$ cat src/rtl/ex_stage.sv
// ---------------------------------------------------------------------------
// ex_stage -- execute stage of the five-stage pipeline.
//
// Selects forwarded operands, runs the ALU, computes the branch target and
// destination register, and holds the result in the EX/MEM pipeline register.
//
// Optional feature macro: EX_STAGE_MUL_EN
//   defined   -> a 32-cycle shift-add multiplier serves funct 0x18 and
//                stalls upstream while it works
//   undefined -> no multiplier, stall_req is tied low, funct 0x18 gives 0
//
// Ports
//   clk, reset                  rising-edge clock, async active-high reset
//   in_valid                    ID/EX holds a valid instruction
//   wb_ctl, m_ctl               WB/MEM control carried to EX/MEM
//   regdst, alusrc, aluop       EX control
//   npc, rdata1, rdata2,
//   sign_ext                    ID/EX datapath values
//   rt, rd                      candidate destination register fields
//   fwd_a_sel, fwd_b_sel        00/11 register, 01 exmem_fwd, 10 memwb_fwd
//   exmem_fwd, memwb_fwd        forwarded results
//   flush                       kill the instruction entering EX/MEM
//   mem_stall                   downstream hold
//   stall_req                   EX busy, upstream must hold ID/EX
//   out_valid, wb_ctlout,
//   m_ctlout                    registered EX/MEM control
//   alu_result, wdata,
//   branch_target, zero,
//   dest_reg                    registered EX/MEM datapath
// ---------------------------------------------------------------------------
module ex_stage (
  input  logic        clk,
  input  logic        reset,
  input  logic        in_valid,
  input  logic [1:0]  wb_ctl,
  input  logic [2:0]  m_ctl,
  input  logic        regdst,
  input  logic        alusrc,
  input  logic [1:0]  aluop,
  input  logic [31:0] npc,
  input  logic [31:0] rdata1,
  input  logic [31:0] rdata2,
  input  logic [31:0] sign_ext,
  input  logic [4:0]  rt,
  input  logic [4:0]  rd,
  input  logic [1:0]  fwd_a_sel,
  input  logic [1:0]  fwd_b_sel,
  input  logic [31:0] exmem_fwd,
  input  logic [31:0] memwb_fwd,
  input  logic        flush,
  input  logic        mem_stall,
  output logic        stall_req,
  output logic        out_valid,
  output logic [1:0]  wb_ctlout,
  output logic [2:0]  m_ctlout,
  output logic [31:0] alu_result,
  output logic [31:0] wdata,
  output logic [31:0] branch_target,
  output logic        zero,
  output logic [4:0]  dest_reg
);

  typedef enum logic [2:0] {
    ALU_ADD, ALU_SUB, ALU_AND, ALU_OR, ALU_SLT, ALU_MULT, ALU_NONE
  } aluFunc_t;

  logic [31:0] w_opA;
  logic [31:0] w_opBFwd;
  logic [31:0] w_opB;
  logic [31:0] w_aluResult;
  logic [31:0] w_multResult;
  logic [31:0] w_branchTarget;
  logic [4:0]  w_destReg;
  logic        w_hold;
  aluFunc_t    w_aluFunc;

  // Forwarding muxes; select 11 falls back to the register file value.
  always_comb begin
    w_opA = rdata1;
    case (fwd_a_sel)
      2'b01:   w_opA = exmem_fwd;
      2'b10:   w_opA = memwb_fwd;
      default: w_opA = rdata1;
    endcase
    w_opBFwd = rdata2;
    case (fwd_b_sel)
      2'b01:   w_opBFwd = exmem_fwd;
      2'b10:   w_opBFwd = memwb_fwd;
      default: w_opBFwd = rdata2;
    endcase
  end

  assign w_opB = alusrc ? sign_ext : w_opBFwd;

  // ALU control: aluop 10 means R-type, so the funct field in the low
  // immediate bits picks the operation.
  always_comb begin
    w_aluFunc = ALU_NONE;
    case (aluop)
      2'b00: w_aluFunc = ALU_ADD;
      2'b01: w_aluFunc = ALU_SUB;
      2'b11: w_aluFunc = ALU_SLT;
      default: begin
        case (sign_ext[5:0])
          6'h20:   w_aluFunc = ALU_ADD;
          6'h22:   w_aluFunc = ALU_SUB;
          6'h24:   w_aluFunc = ALU_AND;
          6'h25:   w_aluFunc = ALU_OR;
          6'h2A:   w_aluFunc = ALU_SLT;
          6'h18:   w_aluFunc = ALU_MULT;
          default: w_aluFunc = ALU_NONE;
        endcase
      end
    endcase
  end

  // ALU datapath; unknown functs produce zero.
  always_comb begin
    w_aluResult = 32'd0;
    case (w_aluFunc)
      ALU_ADD:  w_aluResult = w_opA + w_opB;
      ALU_SUB:  w_aluResult = w_opA - w_opB;
      ALU_AND:  w_aluResult = w_opA & w_opB;
      ALU_OR:   w_aluResult = w_opA | w_opB;
      ALU_SLT:  w_aluResult = {31'd0, $signed(w_opA) < $signed(w_opB)};
      ALU_MULT: w_aluResult = w_multResult;
      default:  w_aluResult = 32'd0;
    endcase
  end

  assign w_branchTarget = npc + {sign_ext[29:0], 2'b00};
  assign w_destReg      = regdst ? rd : rt;
  assign w_hold         = mem_stall | stall_req;

`ifdef EX_STAGE_MUL_EN
  typedef enum logic [1:0] {IDLE, BUSY, DONE} mulState_t;

  mulState_t   r_state;
  mulState_t   w_nextState;
  logic [31:0] r_mcand;
  logic [31:0] r_mplier;
  logic [31:0] r_prod;
  logic [4:0]  r_count;
  logic        w_isMult;

  assign w_isMult     = (w_aluFunc == ALU_MULT);
  assign w_multResult = r_prod;

  // Multiplier control. A flushed multiply never starts, so it does not
  // freeze the front end. Reset gates stall_req so the pipeline is released
  // the moment reset is asserted, even if ID/EX still shows a multiply.
  always_comb begin
    w_nextState = r_state;
    stall_req   = 1'b0;
    case (r_state)
      IDLE: begin
        if (in_valid && w_isMult && !flush) begin
          stall_req   = 1'b1;
          w_nextState = BUSY;
        end
      end
      BUSY: begin
        stall_req = 1'b1;
        if (flush)
          w_nextState = IDLE;
        else if (r_count == 5'd31)
          w_nextState = DONE;
      end
      DONE: begin
        if (flush || !mem_stall)
          w_nextState = IDLE;
      end
      default: w_nextState = IDLE;
    endcase
    if (reset)
      stall_req = 1'b0;
  end

  // Shift-add multiplier registers. Only the low 32 product bits are kept,
  // so the multiplicand can simply shift left within 32 bits.
  always_ff @(posedge clk or posedge reset) begin
    if (reset) begin
      r_state  <= IDLE;
      r_mcand  <= 32'd0;
      r_mplier <= 32'd0;
      r_prod   <= 32'd0;
      r_count  <= 5'd0;
    end else begin
      r_state <= w_nextState;
      if (r_state == IDLE && w_nextState == BUSY) begin
        r_mcand  <= w_opA;
        r_mplier <= w_opB;
        r_prod   <= 32'd0;
        r_count  <= 5'd0;
      end else if (r_state == BUSY && !flush) begin
        if (r_mplier[0])
          r_prod <= r_prod + r_mcand;
        r_mcand  <= {r_mcand[30:0], 1'b0};
        r_mplier <= {1'b0, r_mplier[31:1]};
        r_count  <= r_count + 5'd1;
      end
    end
  end
`else
  assign stall_req    = 1'b0;
  assign w_multResult = 32'd0;
`endif

  // EX/MEM pipeline register. Flush beats hold and clears only the control
  // bits; the datapath fields are don't-care for a killed slot.
  always_ff @(posedge clk or posedge reset) begin
    if (reset) begin
      out_valid     <= 1'b0;
      wb_ctlout     <= 2'd0;
      m_ctlout      <= 3'd0;
      alu_result    <= 32'd0;
      wdata         <= 32'd0;
      branch_target <= 32'd0;
      zero          <= 1'b0;
      dest_reg      <= 5'd0;
    end else if (flush) begin
      out_valid <= 1'b0;
      wb_ctlout <= 2'd0;
      m_ctlout  <= 3'd0;
    end else if (!w_hold) begin
      out_valid     <= in_valid;
      wb_ctlout     <= wb_ctl;
      m_ctlout      <= m_ctl;
      alu_result    <= w_aluResult;
      wdata         <= w_opBFwd;
      branch_target <= w_branchTarget;
      zero          <= (w_aluResult == 32'd0);
      dest_reg      <= w_destReg;
    end
  end

endmodule

$ cat config.mk
export PLATFORM = sky130hd
export DESIGN_NAME = ex_stage
export DESIGN_NICKNAME = d
export VERILOG_FILES = /design/src/rtl/ex_stage.sv
export SDC_FILE = /design/constraint.sdc
export NUM_CORES = 1
export LEC_CHECK = 0
export CORE_ASPECT_RATIO = 1.75
export CORE_MARGIN = 4
export CORE_UTILIZATION = 35
export CTS_CLUSTER_DIAMETER = 200
export DETAILED_ROUTE_END_ITERATION = 10
export HOLD_SLACK_MARGIN = 0.08
export SLEW_MARGIN = 30
export SYNTH_ARGS = -nofsm -noshare
export SYNTH_HDL_FRONTEND = slang
export SYNTH_SLANG_ARGS = --single-unit
$ cat constraint.sdc
create_clock -name clk -period 4.25 [get_ports clk]
set_clock_uncertainty 0.2 [all_clocks]
set_input_delay 1.0625 -clock clk [delete_from_list [all_inputs] [get_ports clk]]
set_output_delay 1.0625 -clock clk [all_outputs]
set_load 0.03 [all_outputs]
==> results.sh, run 1 <==
export IMPL_power_frac_seq=0.175
export IMPL_place_gp_congestion=1.03
export IMPL_grt_pass1_wl_um=106000
export IMPL_grt_use_met2=0.640
export IMPL_max_stage_delay_ps=560
export IMPL_drive_above_1_share=0.413
export IMPL_htreeDepth=3
export IMPL_antenna_found_initial=6
export IMPL_dr_pass1_iters=6
export IMPL_power_share_switching=0.447
export IMPL_reg_largest_list="alu_result (32), branch_target (32), wdata (32)"
export IMPL_grt_overflow=0
export IMPL_r2r_start="zero$_DFFE_PP0P_"
export IMPL_synthCells=1692
export IMPL_rsz0062_at_grt="true"
export IMPL_regToRegEndpoint="zero$_DFFE_PP0P_"
export IMPL_internal_power_mw=4.22
export IMPL_hold_end="branch_target[26]$_DFFE_PP0P_"
export IMPL_hold_violations=0
export IMPL_seq_area_frac_synth=0.217
export IMPL_rows=91
export IMPL_crit_start="memwb_fwd[15]"
export IMPL_powerDensity_nw_per_um2=316
export IMPL_ys_flop_type="dfrtp_1"
export IMPL_vdd_drop_max_mv=0.187
export IMPL_layout_min_cycle_time_ps=4960
export IMPL_port_buffers=327
export IMPL_syn_area_um2=12500
export IMPL_fp_dieArea_um2=38900
export IMPL_grtUsageMet3=0.0516
export IMPL_area_growth_pct=93.5
export IMPL_ys_ff_latch=108
export IMPL_pwr_share_comb=0.705
export IMPL_clk_pin_slew_ps=80
export IMPL_drc_errors=0
export IMPL_cp_max_fo=4
export IMPL_cts_tree="yes"
export IMPL_startpoint_type="input pin"
export IMPL_drtAntennaViolNets=0
export IMPL_ioPinCount=329
export IMPL_final_setup_worst_slack_ps=-708
export IMPL_r2r_setup_slack_ps=3280
export IMPL_viasPerCell=5.67
export IMPL_violations="negative setup slack"
export IMPL_worst_slew_pin_slew_ps=826
export IMPL_end_kind="flop"
export IMPL_cts_buffers=9
export IMPL_p_sw_mw=3.41
export IMPL_slew_viol_final=0
export IMPL_hold_path_startpoint="branch_target[26]$_DFFE_PP0P_"
export IMPL_grt_max_degree=73
export IMPL_ys_async_sr_fraction=1.00
export IMPL_met1_usage=0.360
export IMPL_clockPowerShare=0.120
export IMPL_crit_type="in -> reg"
export IMPL_hold_depth=2
export IMPL_yosysWarnings=0
export IMPL_chipWidth_um=151
export IMPL_fmax_ghz=0.202
export IMPL_first_iter_violations=1010
export IMPL_crit_arrival_ps=5080
export IMPL_cts_root_buf="clkbuf_16"
export IMPL_grtUsageTotal=0.363
export IMPL_core_area_um2=35200
export IMPL_power_leakage_nw=11.0
export IMPL_power_mw=7.64
export IMPL_synth_edf_count=0
export IMPL_busiest_layer="met2"
export IMPL_cts_buffer_depth=2
export IMPL_period_share=1.17
export IMPL_fp_dieH_um=258
export IMPL_initial_utilization=0.355
export IMPL_cp_cell_sequence="clkdlybuf4s50_1, a22oi_2, nor2_2, a21oi_4, o21ai_2, buf_6, ha_4, nor4_4, buf_4, o21a_1, a311o_1, nor2_2, a221oi_4, a41oi_2, buf_4, o21a_1, o32ai_2, nand4_1, nor4_2, a32o_2"
export IMPL_wl_per_cell_um=24.0
export IMPL_grt_pass1_vias=17800
export IMPL_syn_area_per_cell_um2=7.37
export IMPL_via_count=17500
export IMPL_postRouteWirelength_um=73900
export IMPL_placed_cell_area_um2=20600
export IMPL_hpwl_um=59100
export IMPL_yosysUniqueCellTypes=98
export IMPL_cts_sinks=108
export IMPL_nets=2960
export IMPL_crit_required_ps=4370
export IMPL_fin_area_um2=24100
export IMPL_clk_latency_ps=390
export IMPL_synth_nets=2049
export IMPL_reg2regPathDepth=1
export IMPL_status="finished with violations"
export IMPL_hold_path_class="reg -> reg"
export IMPL_maxCapViolations=0
export IMPL_finalSetupViolations=19
export IMPL_slowest_stage="clkdlybuf4s50_1"
export IMPL_relSlewSlack=0.449
==> placed cells by master, fill, tap and decap left out, types with 13 or more instances in the layout <==
cell type / count
ha_4: 34
a22oi_2: 22
xor2_1: 16
o211ai_1: 28
dlymetal6s2s_1: 21
xnor2_1: 17
o21a_1: 14
ha_1: 96
nor2_2: 19
nand2_1: 234
dfrtp_1: 108
nor2_1: 111
nand3_1: 15
buf_6: 52
a21o_1: 24
nor3_1: 20
nand2b_1: 13
mux2i_1: 20
o21ai_1: 35
buf_12: 17
a21oi_2: 46
o21ai_4: 15
a21oi_4: 14
o21ai_2: 30
clkdlybuf4s50_1: 298
o21ai_0: 122
inv_1: 95
a22oi_1: 47
nand4_1: 15
buf_4: 607
a21oi_1: 58
==> layout make-up <==
class	instances	area (um2)
fill	2857	11000
antenna	7	17.5
timing repair buffer	1010	8950
sequential	108	2700
multi-input combinational	1362	11100
clock buffer	9	225
inverter	112	444
tap	465	582
clock inverter	7	75.1
==> power groups by stage <==
stage | Combinational, mW | Sequential [mW] | Clock (mW)
after floorplan | 1.70 | 1.73 | 0
after global placement | 4.33 | 1.35 | 0
after detailed placement | 4.37 | 1.36 | 0
after CTS | 5.01 | 1.34 | 0.932
after global routing | 5.66 | 1.36 | 0.965
final | 5.38 | 1.34 | 0.916
==> worst max-delay path: cells and delay by family <==
family                     cells  cell delay, ps
buffers and inverters          4            1070
AOI/OAI and AO/OA             10            1890
adders and majority gates      1             220
and+or+nand+nor                5             840
==> per-stage QoR <==
stage | cells | util | worst slack (ps) | hold slack (ps) | TNS, ps
after floorplan | 1692 | - | -473 | 450 | -976
after CTS | 3041 | 0.656 | -697 | 288 | -6160
final | 3080 | 0.686 | -708 | 283 | -5430
after global placement | 2944 | 0.586 | -1780 | 258 | -39290
after global routing | 3077 | 0.686 | -852 | 302 | -7720
after detailed placement | 2944 | 0.586 | -1930 | 266 | -41750
==> synthesized netlist by cell type (6+ instances only) <==
cell type,n,area [um2]
nand2_1,246,923
nor4_1,9,56.3
a211oi_1,23,173
nand3_1,19,95.1
o221a_2,6,67.6
dfrtp_1,108,2700
o31ai_1,14,105
o21bai_1,7,52.6
o21ai_1,10,50.1
nand4_1,15,93.8
buf_1,10,37.5
mux2i_1,20,200
o21a_1,19,143
xor2_1,16,140
or2_2,6,37.5
xnor2_1,19,166
buf_2,29,145
and3_1,9,56.3
inv_1,110,413
nor3_1,29,145
nand2b_1,17,106
o211ai_1,28,210
a21o_1,26,195
a221oi_1,9,78.8
a22oi_1,69,518
o221ai_1,11,96.3
a41oi_1,6,52.6
a211o_1,7,61.3
ha_1,134,1680
a21oi_1,117,586
nor2_1,134,503
o21ai_0,190,951
nor2b_1,16,100
o22ai_1,10,62.6
a31oi_1,8,50.1
clkbuf_1,66,248
==> how the worst max path moves through the flow <==
stage,end,slack (ps),cells past startpoint
CTS,zero$_DFFE_PP0P_,-700,23
global placement,zero$_DFFE_PP0P_,-1780,22
global route,zero$_DFFE_PP0P_,-850,24
detailed placement,zero$_DFFE_PP0P_,-1930,23
finish,zero$_DFFE_PP0P_,-710,20
floorplan,zero$_DFFE_PP0P_,-470,19
==> repair_timing <==
item                                    CTS  global route
gates cloned                              3             1
pin swaps                               146           140
buffers inserted                         88            43
resized for setup                       341           190
endpoints found under the setup margin   39            31
hold buffers                              0             0
==> cell families (layout without fill, tap and decap cells) <==
kind of cell	Yosys count	after routing	share of synthesized area
mux	22	22	0.0178
buf+inv	222	1138	0.0718
simple gates	533	533	0.194
flops	108	108	0.217
xor+xnor	35	35	0.0246
other cells	1	8	0.000301
fa+ha+maj	137	137	0.139
compound gates	634	634	0.336
==> layer usage <==
metal  wire (um)  vias up
met5          10        -
met4        8590        2
met3        4220      343
met2       36600      803
met1       24500     8347
li1            -     7966
Power figures use the tool's default switching activity.
==> inputs of run 2 (changes only) <==
Settings changed: CAP_MARGIN set to 20.
Clock period 4.25 ns to 5.9 ns, I/O delays scaled along.
==> run 2 against run 1 <==
Net effect:
- the run now ends clean
- die area is the same
- combinational power is 43% lower
- largest cell class unchanged
- first-iteration DRC count decreased by 5.0%
- register-to-register slack better by 1600 ps
==> results.sh, run 2 (synthesis gave the netlist of run 1 again) <==
export IMPL_hold_path_class="reg -> reg"
export IMPL_seq_area_um2=2700
export IMPL_first_iter_violations=960
export IMPL_layout_min_cycle_time_ps=5830
export IMPL_internal_power_mw=2.59
export IMPL_rows=91
export IMPL_period_share=0.988
export IMPL_pwr_share_comb=0.654
export IMPL_cts_buffers=9
export IMPL_crit_type="in -> reg"
export IMPL_finalSetupViolations=0
export IMPL_core_area_um2=35200
export IMPL_drive_above_1_share=0.236
export IMPL_htreeDepth=3
export IMPL_holdWs_ps=283
export IMPL_status="complete, no violations"
export IMPL_power_share_switching=0.447
export IMPL_wl_per_cell_um=22.1
export IMPL_via_count=15600
export IMPL_slew_viol_final=0
export IMPL_grt_overflow=0
export IMPL_place_gp_congestion=0.968
export IMPL_ioPinCount=329
export IMPL_fp_dieArea_um2=38900
export IMPL_fp_dieH_um=258
export IMPL_grt_pass1_wl_um=92000
export IMPL_maxCapViolations=0
export IMPL_crit_arrival_ps=5970
export IMPL_clockPowerShare=0.141
export IMPL_cts_hold_buf=0
export IMPL_powerDensity_nw_per_um2=236
export IMPL_dr_pass1_iters=6
export IMPL_rsz0062_at_grt="true"
export IMPL_cts_tree="yes"
export IMPL_nFillCells=3406
export IMPL_antenna_found_initial=5
export IMPL_chipWidth_um=151
export IMPL_area_growth_pct=59.2
export IMPL_grt_max_degree=71
export IMPL_worst_slew_pin_slew_ps=988
export IMPL_crit_required_ps=6040
export IMPL_final_cell_mix="419 x buf_4, 324 x clkdlybuf4s50_1, 246 x nand2_1, 165 x o21ai_0, 131 x nor2_1"
export IMPL_cp_max_fo=6
export IMPL_vdd_drop_max_mv=0.148
export IMPL_hold_violations=0
export IMPL_p_sw_mw=2.09
export IMPL_viasPerCell=5.54
export IMPL_nets=2704
export IMPL_reg_largest_list="alu_result (32), branch_target (32), wdata (32)"
export IMPL_relSlewSlack=0.337
export IMPL_cts_root_buf="clkbuf_16"
export IMPL_startpoint_type="input pin"
export IMPL_postRouteWirelength_um=62500
export IMPL_clk_pin_slew_ps=90
export IMPL_cts_sinks=108
export IMPL_hpwl_um=51600
export IMPL_drtAntennaViolNets=0
export IMPL_power_mw=4.69
export IMPL_initial_utilization=0.355
export IMPL_final_common_cell="buf_4"
export IMPL_grt_pass1_vias=15600
export IMPL_end_kind="flop"
export IMPL_power_leakage_nw=9.08
export IMPL_clk_latency_ps=390
export IMPL_port_buffers=327
export IMPL_grtUsageTotal=0.311
export IMPL_multi_input_area_um2=9300
export IMPL_cts_buffer_depth=2
export IMPL_drc_errors=0
export IMPL_power_frac_seq=0.204
export IMPL_fmax_ghz=0.172
-- run 2: cell types whose count changed in the layout (fill, tap and decap cells not counted), sizes merged --
cell / change
buf: -259
clkdlybuf4s50: +26
dlymetal6s2s: -21
diode: -3
inv: -2
clkbuf: -1
clkinv: +1
clkinvlp: +1
dlygate4sd2: -1
-- run 2: per-stage QoR --
stage	utilization	setup TNS (ps)	instances	instance area [um2]	worst slack, ps
after floorplan	-	0	1692	12500	261
after global placement	0.540	-6040	2781	19000	-980
after detailed placement	0.540	-6210	2781	19000	-949
after CTS	0.557	0	2810	19600	5.45
after global routing	0.565	-148	2821	19900	-73.0
final	0.565	0	2821	19900	69.5
-- run 2: layer usage --
metal,part of all wire,up-vias,GRT usage,wire [um]
li1,-,7420,-,-
met1,0.39,7426,0.365,24500
met2,0.49,612,0.539,30500
met3,0.058,164,0.0434,3640
met4,0.062,2,0.166,3850
met5,0.00022,-,0,14
-- run 2: what timing repair did --
action,CTS,global route
gates resized for setup,47,60
endpoints found under the setup margin,6,6
pin swaps,19,28
setup buffers,13,7
hold endpoints to repair,0,0
-- run 2: critical path: stages --
cell             delay, ps
clkdlybuf4s50_1        530
inv_1                   70
ha_1                   180
buf_4                  170
a22oi_1                210
o21ai_2                160
ha_1                   360
buf_4                  170
buf_4                  150
nor3_1                 190
buf_4                  170
o21a_1                 160
a31oi_4                 60
a31o_4                 320
nor3_4                 240
o211ai_1               140
a21oi_1                200
nand4_1                200
a211o_1                360
nor4_2                 260
a32o_2                 200
-- run 2: final cells by class --
type / count / share of cell area
diodes: 4 / 0.000504
clock buffers: 9 / 0.0113
clock inverters: 7 / 0.00346
inverters: 112 / 0.0214
multi-input cells: 1362 / 0.468
flip-flops and latches: 108 / 0.136
well taps: 465 / 0.0293
repair buffers: 754 / 0.330
-- run 2: power groups by stage --
stage / registers [mW] / logic [mW] / clock network (mW)
6_report: 0.958 / 3.07 / 0.661
5_1_grt: 0.976 / 3.28 / 0.710
4_1_cts: 0.958 / 2.99 / 0.677
3_5_place_dp: 0.973 / 2.90 / 0
3_3_place_gp: 0.968 / 2.88 / 0
2_1_floorplan: 1.25 / 1.14 / 0
-- run 2: worst paths after layout --
path	from	end	slack, ps	depth (start not counted)
max reg2reg	alu_result[23]$_DFFE_PP0P_	alu_result[23]$_DFFE_PP0P_	4920	2
max	fwd_a_sel[1]	zero$_DFFE_PP0P_	70	21
min in group asynchronous	reset	m_ctlout[0]$_DFFE_PP0P_	1350	2
max in group asynchronous	reset	wdata[14]$_DFFE_PP0P_	3270	3
min	alu_result[19]$_DFFE_PP0P_	alu_result[19]$_DFFE_PP0P_	280	2
min reg2reg	alu_result[19]$_DFFE_PP0P_	alu_result[19]$_DFFE_PP0P_	280	2
